===== src/rtl/car_emitter_pkg.sv =====
// rtl/car_emitter_pkg.sv - shared types and constants for the car sensor emitter
package car_emitter_pkg;

  typedef enum logic [2:0] {
    IDLE    = 3'd0,
    LEAD    = 3'd1,
    OVERLAP = 3'd2,
    TRAIL   = 3'd3,
    GAP     = 3'd4
  } state_t;

  localparam logic DIR_ENTER = 1'b0;
  localparam logic DIR_EXIT  = 1'b1;

  // Right-shifting Galois form of x^16 + x^14 + x^13 + x^11 + 1
  localparam logic [15:0] LFSR_SEED = 16'hACE1;
  localparam logic [15:0] LFSR_TAPS = 16'hB400;

  function automatic int max3(input int a, input int b, input int c);
    int m;
    m = (a > b) ? a : b;
    return (m > c) ? m : c;
  endfunction

endpackage


===== src/rtl/bcd_updown_99.sv =====
// rtl/bcd_updown_99.sv - two-digit BCD up/down counter saturating at 00 and 99
module bcd_updown_99 (
  input  logic       clk,
  input  logic       rst_n,
  input  logic       i_inc,
  input  logic       i_dec,
  output logic [3:0] o_hi,
  output logic [3:0] o_lo
);

  logic [3:0] r_hi;
  logic [3:0] r_lo;
  logic       w_at_max;
  logic       w_at_min;

  assign w_at_max = (r_hi == 4'd9) && (r_lo == 4'd9);
  assign w_at_min = (r_hi == 4'd0) && (r_lo == 4'd0);

  // Simultaneous inc and dec cancel out
  always_ff @(posedge clk or negedge rst_n) begin
    if (!rst_n) begin
      r_hi <= 4'd0;
      r_lo <= 4'd0;
    end else if (i_inc && !i_dec && !w_at_max) begin
      if (r_lo == 4'd9) begin
        r_lo <= 4'd0;
        r_hi <= r_hi + 4'd1;
      end else begin
        r_lo <= r_lo + 4'd1;
      end
    end else if (i_dec && !i_inc && !w_at_min) begin
      if (r_lo == 4'd0) begin
        r_lo <= 4'd9;
        r_hi <= r_hi - 4'd1;
      end else begin
        r_lo <= r_lo - 4'd1;
      end
    end
  end

  assign o_hi = r_hi;
  assign o_lo = r_lo;

endmodule


===== src/rtl/car_sensor_emitter.sv =====
// rtl/car_sensor_emitter.sv - plays one two-sensor vehicle passage per request; CAR_EMITTER_AUTO_EN adds LFSR auto mode
module car_sensor_emitter
  import car_emitter_pkg::*;
#(
  parameter int HOLD_CYC = 3,
  parameter int OVL_CYC  = 2,
  parameter int GAP_CYC  = 4
) (
  input  logic       clk,
  input  logic       rst_n,
`ifdef CAR_EMITTER_AUTO_EN
  input  logic       auto_en,
`endif
  input  logic       req_valid,
  input  logic       req_dir,
  output logic       req_ready,
  output logic       s1,
  output logic       s2,
  output logic       busy,
  output logic       done,
  output logic [3:0] tally_hi,
  output logic [3:0] tally_lo
);

  localparam int CW = $clog2(max3(HOLD_CYC, OVL_CYC, GAP_CYC) + 1);
  localparam logic [CW-1:0] C_HOLD = CW'(HOLD_CYC);
  localparam logic [CW-1:0] C_OVL  = CW'(OVL_CYC);
  localparam logic [CW-1:0] C_GAP  = CW'(GAP_CYC);
  localparam logic [CW-1:0] C_ONE  = CW'(1);
  localparam logic [CW-1:0] C_TWO  = CW'(2);

  state_t        r_state;
  logic [CW-1:0] r_cnt;
  logic          r_dir;
  logic          r_s1;
  logic          r_s2;
  logic          r_done;
  logic          w_start;
  logic          w_dir;
  logic          w_inc;
  logic          w_dec;

`ifdef CAR_EMITTER_AUTO_EN
  logic [15:0] r_lfsr;

  always_ff @(posedge clk or negedge rst_n) begin
    if (!rst_n) begin
      r_lfsr <= LFSR_SEED;
    end else begin
      r_lfsr <= {1'b0, r_lfsr[15:1]} ^ (r_lfsr[0] ? LFSR_TAPS : 16'h0000);
    end
  end

  // An external request wins over the self-timed launch in the same cycle
  assign w_start = req_valid || (auto_en && (r_lfsr[3:0] == 4'd0));
  assign w_dir   = req_valid ? req_dir : r_lfsr[4];
`else
  assign w_start = req_valid;
  assign w_dir   = req_dir;
`endif

  // Sensor levels are registered alongside each state change
  always_ff @(posedge clk or negedge rst_n) begin
    if (!rst_n) begin
      r_state <= IDLE;
      r_cnt   <= '0;
      r_dir   <= DIR_ENTER;
      r_s1    <= 1'b0;
      r_s2    <= 1'b0;
      r_done  <= 1'b0;
    end else begin
      case (r_state)
        IDLE: begin
          r_done <= 1'b0;
          if (w_start) begin
            r_state <= LEAD;
            r_cnt   <= C_HOLD;
            r_dir   <= w_dir;
            r_s1    <= (w_dir == DIR_ENTER);
            r_s2    <= (w_dir == DIR_EXIT);
          end
        end
        LEAD: begin
          if (r_cnt == C_ONE) begin
            r_state <= OVERLAP;
            r_cnt   <= C_OVL;
            r_s1    <= 1'b1;
            r_s2    <= 1'b1;
          end else begin
            r_cnt <= r_cnt - C_ONE;
          end
        end
        OVERLAP: begin
          if (r_cnt == C_ONE) begin
            r_state <= TRAIL;
            r_cnt   <= C_HOLD;
            r_s1    <= (r_dir == DIR_EXIT);
            r_s2    <= (r_dir == DIR_ENTER);
          end else begin
            r_cnt <= r_cnt - C_ONE;
          end
        end
        TRAIL: begin
          if (r_cnt == C_ONE) begin
            r_state <= GAP;
            r_cnt   <= C_GAP;
            r_s1    <= 1'b0;
            r_s2    <= 1'b0;
            r_done  <= (C_GAP == C_ONE);
          end else begin
            r_cnt <= r_cnt - C_ONE;
          end
        end
        GAP: begin
          if (r_cnt == C_ONE) begin
            r_state <= IDLE;
            r_done  <= 1'b0;
          end else begin
            r_cnt  <= r_cnt - C_ONE;
            r_done <= (r_cnt == C_TWO);
          end
        end
        default: begin
          r_state <= IDLE;
          r_s1    <= 1'b0;
          r_s2    <= 1'b0;
          r_done  <= 1'b0;
        end
      endcase
    end
  end

  assign w_inc = r_done && (r_dir == DIR_ENTER);
  assign w_dec = r_done && (r_dir == DIR_EXIT);

  bcd_updown_99 u_tally (
    .clk   (clk),
    .rst_n (rst_n),
    .i_inc (w_inc),
    .i_dec (w_dec),
    .o_hi  (tally_hi),
    .o_lo  (tally_lo)
  );

  assign s1        = r_s1;
  assign s2        = r_s2;
  assign done      = r_done;
  assign busy      = (r_state != IDLE);
  assign req_ready = (r_state == IDLE);

endmodule


===== config.mk =====
export PLATFORM = sky130hd
export DESIGN_NAME = car_sensor_emitter
export DESIGN_NICKNAME = d
export VERILOG_FILES = /design/src/rtl/car_emitter_pkg.sv /design/src/rtl/bcd_updown_99.sv /design/src/rtl/car_sensor_emitter.sv
export SDC_FILE = /design/constraint.sdc
export NUM_CORES = 1
export LEC_CHECK = 0
export CORE_ASPECT_RATIO = 0.5
export CORE_MARGIN = 5
export CORE_UTILIZATION = 40
export CTS_BUF_LIST = sky130_fd_sc_hd__clkbuf_4 sky130_fd_sc_hd__clkbuf_8 sky130_fd_sc_hd__clkbuf_16
export DETAILED_ROUTE_END_ITERATION = 16
export PLACE_DENSITY_LB_ADDON = 0.1
export SETUP_SLACK_MARGIN = 0.3
export SYNTH_ARGS = -nofsm -noshare
export SYNTH_HDL_FRONTEND = slang
export SYNTH_HIERARCHICAL = 1
export SYNTH_SLANG_ARGS = --single-unit

===== constraint.sdc =====
create_clock -name clk -period 4.84 [get_ports clk]
set_clock_uncertainty 0.2 [all_clocks]
set_input_delay 0.484 -clock clk [delete_from_list [all_inputs] [get_ports clk]]
set_output_delay 0.484 -clock clk [all_outputs]
set_load 0.005 [all_outputs]

Word-level counts from Yosys, hierarchy flattened
Cells that the tools add are included.
Storage, ports and cells
  flip-flop bits (word level): 18
  output and inout bits: 13
  word-level logic and storage cells: 88
Operators by class
  add/sub/neg operators: 5
  equal/unequal tests: 15
  muxes and demuxes: 30
  bitwise operators: 4
  reductions and logical operators: 26
Operators by type and width (number)
  $mux 4: 8
  $mux 3: 10
  $pmux 3 s5: 2
  $ne 2x2->1 const B: 7
  $pmux 1 s5: 2
  $reduce_and 5->1: 2
  $eq 3x2->1 const B: 3
  $add 4x1->4 const B: 2
  $eq 4x4->1 const B: 2
  $logic_and 1x1->1: 8
  $logic_not 4->1: 2
  $sub 4x1->4 const B: 2
  $mux 1: 7
  $eq 3x1->1 const B: 2
  $reduce_and 3->1: 2
  $reduce_bool 5->1: 1
  $logic_not 1->1: 4
  $not 1->1: 4
  $reduce_and 2->1: 2
  $reduce_bool 2->1: 2
  $eq 3x3->1 const B: 1
  $logic_not 3->1: 1
  $pmux 1 s3: 1
  $reduce_bool 3->1: 1
  2 further kinds: 2

Longest topological paths before layout
  word-level depth: 7
  depth in mapped cells: 10
  depth with buffers taken out: 9

Modules after synthesis
Netlist, hierarchy kept.
Modules (own cells, without submodules)
  car_sensor_emitter: times used 1, cells an instance 81, area an instance 705.7 µm², sequential area each 250.2 µm²
  bcd_updown_99: times used 1, cells an instance 59, area an instance 626.9 µm², sequential area each 200.2 µm²

Worst setup path before layout
Ideal clock, no wire load.
  path kind: reg-to-reg
  start: register r_done (netlist: done)
  end: register u_tally.r_hi[3] (netlist: u_tally/o_hi[3])
  arrival: 2.265 ns
  data required time: 4.561 ns
  setup slack: 2.296 ns
  cell stages (with the launch flop): 11
  buffers on the path: 1
  period minus slack after synthesis: 2.544 ns
  cell sequence: dfrtp_1 > and2_1 > nand2b_1 > buf_2 > a41oi_2 > inv_1 > ha_1 > a21o_1 > a21oi_1 > mux2_4 > mux2i_1
On the way
  longest elaborated chain between the ends: 6
RTL lines
  start, declared: RTL line car_sensor_emitter.sv:37  | logic r_done;
  start signal, assigned: RTL line car_sensor_emitter.sv:109  | r_done <= (C_GAP == C_ONE);
  start signal, assigned: RTL line car_sensor_emitter.sv:120  | r_done <= (r_cnt == C_TWO);
  $logic_and 1x1->1 *: RTL line car_sensor_emitter.sv:134  | assign w_dec = r_done && (r_dir == DIR_EXIT);
  net w_dec: RTL line car_sensor_emitter.sv:41  | logic w_dec;
  $logic_not 1->1: RTL line bcd_updown_99.sv:24  | end else if (i_inc && !i_dec && !w_at_max) begin
  $logic_and 1x1->1 (2 in a row): RTL line bcd_updown_99.sv:24
  $ne 2x2->1 (no line) or $reduce_bool 2->1 (tied branches)
  $reduce_and 3->1 (no line)
  end signal, assigned: RTL line bcd_updown_99.sv:27  | r_hi <= r_hi + 4'd1;
  end signal, assigned: RTL line bcd_updown_99.sv:34  | r_hi <= r_hi - 4'd1;
  end, declared: RTL line bcd_updown_99.sv:11  | logic [3:0] r_hi;
The timed path passes the listed nets; every way through them passes the cells marked *.
A chain may end at the register's enable or synchronous reset.

Worst setup path after layout
Ends and elaborated chain as after synthesis.

==> flow_summary_export.csv <==
group,metric,value,unit
clocking,cts.sinks,18,
placed_design,post-place-cells,188,
timing,setup-violations-final,0,
placed_design,detailed_place_hpwl,1.93,mm
yosys,post_synth.cell_area_avg,9.52,µm²
yosys,ys.warnings.count,6,
floorplanning,initial_utilization,43.0,%
power,max-vdd-ir-drop,266,µV
clocking,clock_latency,260,ps
clocking,path_clk_slew,80,ps
timing,finalCritPeriodShare,56.8,%
setup_path,cpMaxStageDelayCell,"sky130_fd_sc_hd__dfrtp_1",
yosys,syn_area,0.00133,mm²
floorplanning,die_h,50.8,µm
cells_and_area,share_of_post_route_cells_with_drive_strength_above_1,13.8,%
clocking,hold_buffers,0,
setup_path,reg2reg_to,"u_tally/o_hi[3]$_DFFE_PN0P_",
timing,tightest_slew,877,ps
yosys,post_synth_inst_count,140,
routing,vias_per_cell,5.58,
clocking,number_of_buffers_inserted_during_clock_tree_synthesis,3,
power,p_per_area,463,mW/mm²
global_routing,grt_first_pass_wirelength,4.69,mm
setup_path,cp-end-kind,"register",
yosys,syn_nets,150,
yosys,synth.yosys.seq_area_share,33.8,%
setup_path,cp_slowest_stage_delay,400,ps
timing,finalWorstPathRequiredPeriod,2750,ps
routing,drtAntennaViolNets,0,
clocking,cts.root.buffer_cell,"sky130_fd_sc_hd__clkbuf_8",
global_routing,pin_count_of_the_biggest_net_entering_global_routing,19,
floorplanning,die_area,0.00466,mm²
min_path,hold_path_class,"register to register",
timing,fin_tns_setup,0,ps
min_path,worstHoldPathCells,1,
timing,rsz0062_at_grt,"false",
setup_path,crit_arrival,2740,ps
yosys,synthFlopType,"sky130_fd_sc_hd__dfrtp_1",
cells_and_area,layout.nets,163,
yosys,ys_top_cells_by_count,"18 x sky130_fd_sc_hd__dfrtp_1, 9 x sky130_fd_sc_hd__a21oi_1, 8 x sky130_fd_sc_hd__inv_1, 8 x sky130_fd_sc_hd__nor2_1, 8 x sky130_fd_sc_hd__o21ai_0",
setup_path,critical_path.reg2reg.startpoint,"done$_DFFE_PN0P_",
clocking,post_cts_buffers,0,
yosys,yosys.cell_types.count,52,
global_routing,grt_pass1_vias,978,
setup_path,worstPathCellList,"and2_1 > nand2b_1 > a41oi_2 > inv_1 > ha_1 > a21o_1 > a21oi_1 > mux2_4 > mux2i_1",
timing,maxSlewViolCount,0,
cells_and_area,final_standard_cell_utilization_of_the_core,49.9,%
setup_path,type_of_element_launching_the_critical_path,"register",
power,static-leakage-power,0.680,nW
setup_path,worst-setup-path-type,"register to register",
cells_and_area,final_cell_count_no_fill,192,
clocking,cts_htree_levels,1,
floorplanning,fp-row-count,14,
cells_and_area,flow.area_growth_from_synthesis,16.1,%
yosys,postSynthRegisterBits,18,
yosys,async_reset_ff_share,100,%
floorplanning,core,0.00310,mm²
floorplanning,ios,17,
routing,total_wire_length_after_detailed_routing,2.78,mm
yosys,yosysMostFrequentCell,"sky130_fd_sc_hd__dfrtp_1",
routing,detail_route.iter0.violations,30,
routing,via_count,1072,
min_path,timing.hold.worst.start,"u_tally/o_hi[3]$_DFFE_PN0P_",
status,run_status,"complete, no violations",
run,maxCapViolations,0,
placed_design,buffers_added_on_ports,16,
cells_and_area,num_antenna_cells,0,
routing,firstDrtPassIters,4,
setup_path,worst-r2r-cell-count,9,
min_path,min_to,"u_tally/o_hi[3]$_DFFE_PN0P_",
power,power.total,0.717,mW
yosys,synth-edff-count,0,
timing,fmax,364,MHz
global_routing,grt_overflow_total,0,
yosys,post-synth-top-area-fraction,33.8,%
yosys,ys_top_cells_by_area,"sky130_fd_sc_hd__dfrtp_1 34%, sky130_fd_sc_hd__ha_1 4.7%, sky130_fd_sc_hd__a21oi_1 3.4%",
timing,slew-limit-headroom,41.4,%
global_routing,grt_antenna_before_repair,0,
routing,routed_wire_length_per_instance,14.5,µm
timing,hold_viol,0,
yosys,synth_largest_area_cell,"sky130_fd_sc_hd__dfrtp_1",
clocking,cts-root-to-sink-buffers,2,
floorplanning,die_x,91.6,µm
setup_path,cp_max_fo,10,
clocking,cts_tree,"yes",
clocking,post_cts.resized_instances,0,
cells_and_area,nFillCells,292,
setup_path,worst-endpoint-required,4830,ps
routing,drc,0,
global_routing,grt_usage,12.6,%
setup_path,worst-r2r-setup-slack,2090,ps
placed_design,gpl.final_weighted_congestion,0.802,
timing,worst_hold_slack,341,ps
-- state kept, by name (all words and copies together) (netlist names) --
register	cells
s1	1
r_state	3
r_cnt	3
s2	1
u_tally/o_hi	4
u_tally/o_lo	4
done	1
r_dir	1
-- layout by cell type, fill, tap and decap left out, types with 2 or more instances in the layout --
cell type,n
sky130_fd_sc_hd__ha_1,5
sky130_fd_sc_hd__xor2_1,4
sky130_fd_sc_hd__xnor2_1,2
sky130_fd_sc_hd__o22ai_1,4
sky130_fd_sc_hd__mux2i_1,4
sky130_fd_sc_hd__nand2b_1,6
sky130_fd_sc_hd__mux2_2,4
sky130_fd_sc_hd__nor3_1,5
sky130_fd_sc_hd__o21a_1,2
sky130_fd_sc_hd__clkdlybuf4s50_1,16
sky130_fd_sc_hd__nor2b_1,5
sky130_fd_sc_hd__nand2_1,4
sky130_fd_sc_hd__a21oi_1,9
sky130_fd_sc_hd__inv_1,8
sky130_fd_sc_hd__dfrtp_1,18
sky130_fd_sc_hd__clkbuf_8,4
sky130_fd_sc_hd__or2_2,3
sky130_fd_sc_hd__nor2_1,8
sky130_fd_sc_hd__or3_1,2
sky130_fd_sc_hd__o21ai_0,8
-- cell families (layout without fill, tap and decap cells) --
family / after synthesis / count (layout) / synth area share [%]
adders and majority gates: 6 / 6 / 6.20
xor gates and xnor gates: 6 / 6 / 3.94
buffers and inverters: 16 / 28 / 6.01
muxes: 9 / 9 / 7.51
AOI/OAI and AO/OA: 39 / 39 / 21.1
DFF: 18 / 18 / 33.8
and+or+nand+nor: 46 / 46 / 21.4
-- cell type report --
type	count	area, µm²	share of cell area (%)
flip-flops and latches	18	450	29.1
multi-input cells	106	802	51.8
inverters	8	30.0	1.94
repair buffers	16	160	10.3
well taps	40	50.0	3.23
clock buffers	4	55.1	3.56
-- report_power, final --
group / total [mW] / switching, mW / internal (mW)
logic: 0.318 / 0.142 / 0.176
registers: 0.271 / 0.0773 / 0.194
clock network: 0.128 / 0.0559 / 0.0724
-- how the worst max path moves through the flow --
stage	start	end	slack, ps	cells past startpoint
finish	done$_DFFE_PN0P_	u_tally/o_hi[3]$_DFFE_PN0P_	2090	9
global route	done$_DFFE_PN0P_	u_tally/o_hi[3]$_DFFE_PN0P_	1840	9
CTS	done$_DFFE_PN0P_	u_tally/o_hi[3]$_DFFE_PN0P_	2090	9
detailed placement	done$_DFFE_PN0P_	u_tally/o_hi[3]$_DFFE_PN0P_	2120	9
global placement	done$_DFFE_PN0P_	u_tally/o_hi[3]$_DFFE_PN0P_	2170	9
floorplan	done$_DFFE_PN0P_	u_tally/o_hi[3]$_DFFE_PN0P_	2300	10
-- metrics by stage --
step	cell area, µm²	setup slack, ps
after floorplan	1330	2300
after global placement	1490	2170
after detailed placement	1490	2120
after CTS	1550	2090
after global routing	1550	1840
final	1550	2090
-- metal layers --
layer | GRT usage (%) | share of wire [%]
met3 | 3.52 | 6.1
met2 | 19.6 | 45
met4 | 3.00 | 0.47
met5 | 0 | 0
met1 | 17.4 | 49
-- worst max-delay path: cells and delay by family, from the launching register on --
| family | cells | cell delay [ps] |
|---|---|---|
| flip-flops | 1 | 400 |
| AO/OA/AOI/OAI | 3 | 750 |
| buffers and inverters | 1 | 130 |
| multiplexers | 2 | 430 |
| adder cells (fa/ha/maj) | 1 | 290 |
| AND/OR/NAND/NOR | 2 | 480 |
Power figures use the tool's default switching activity.
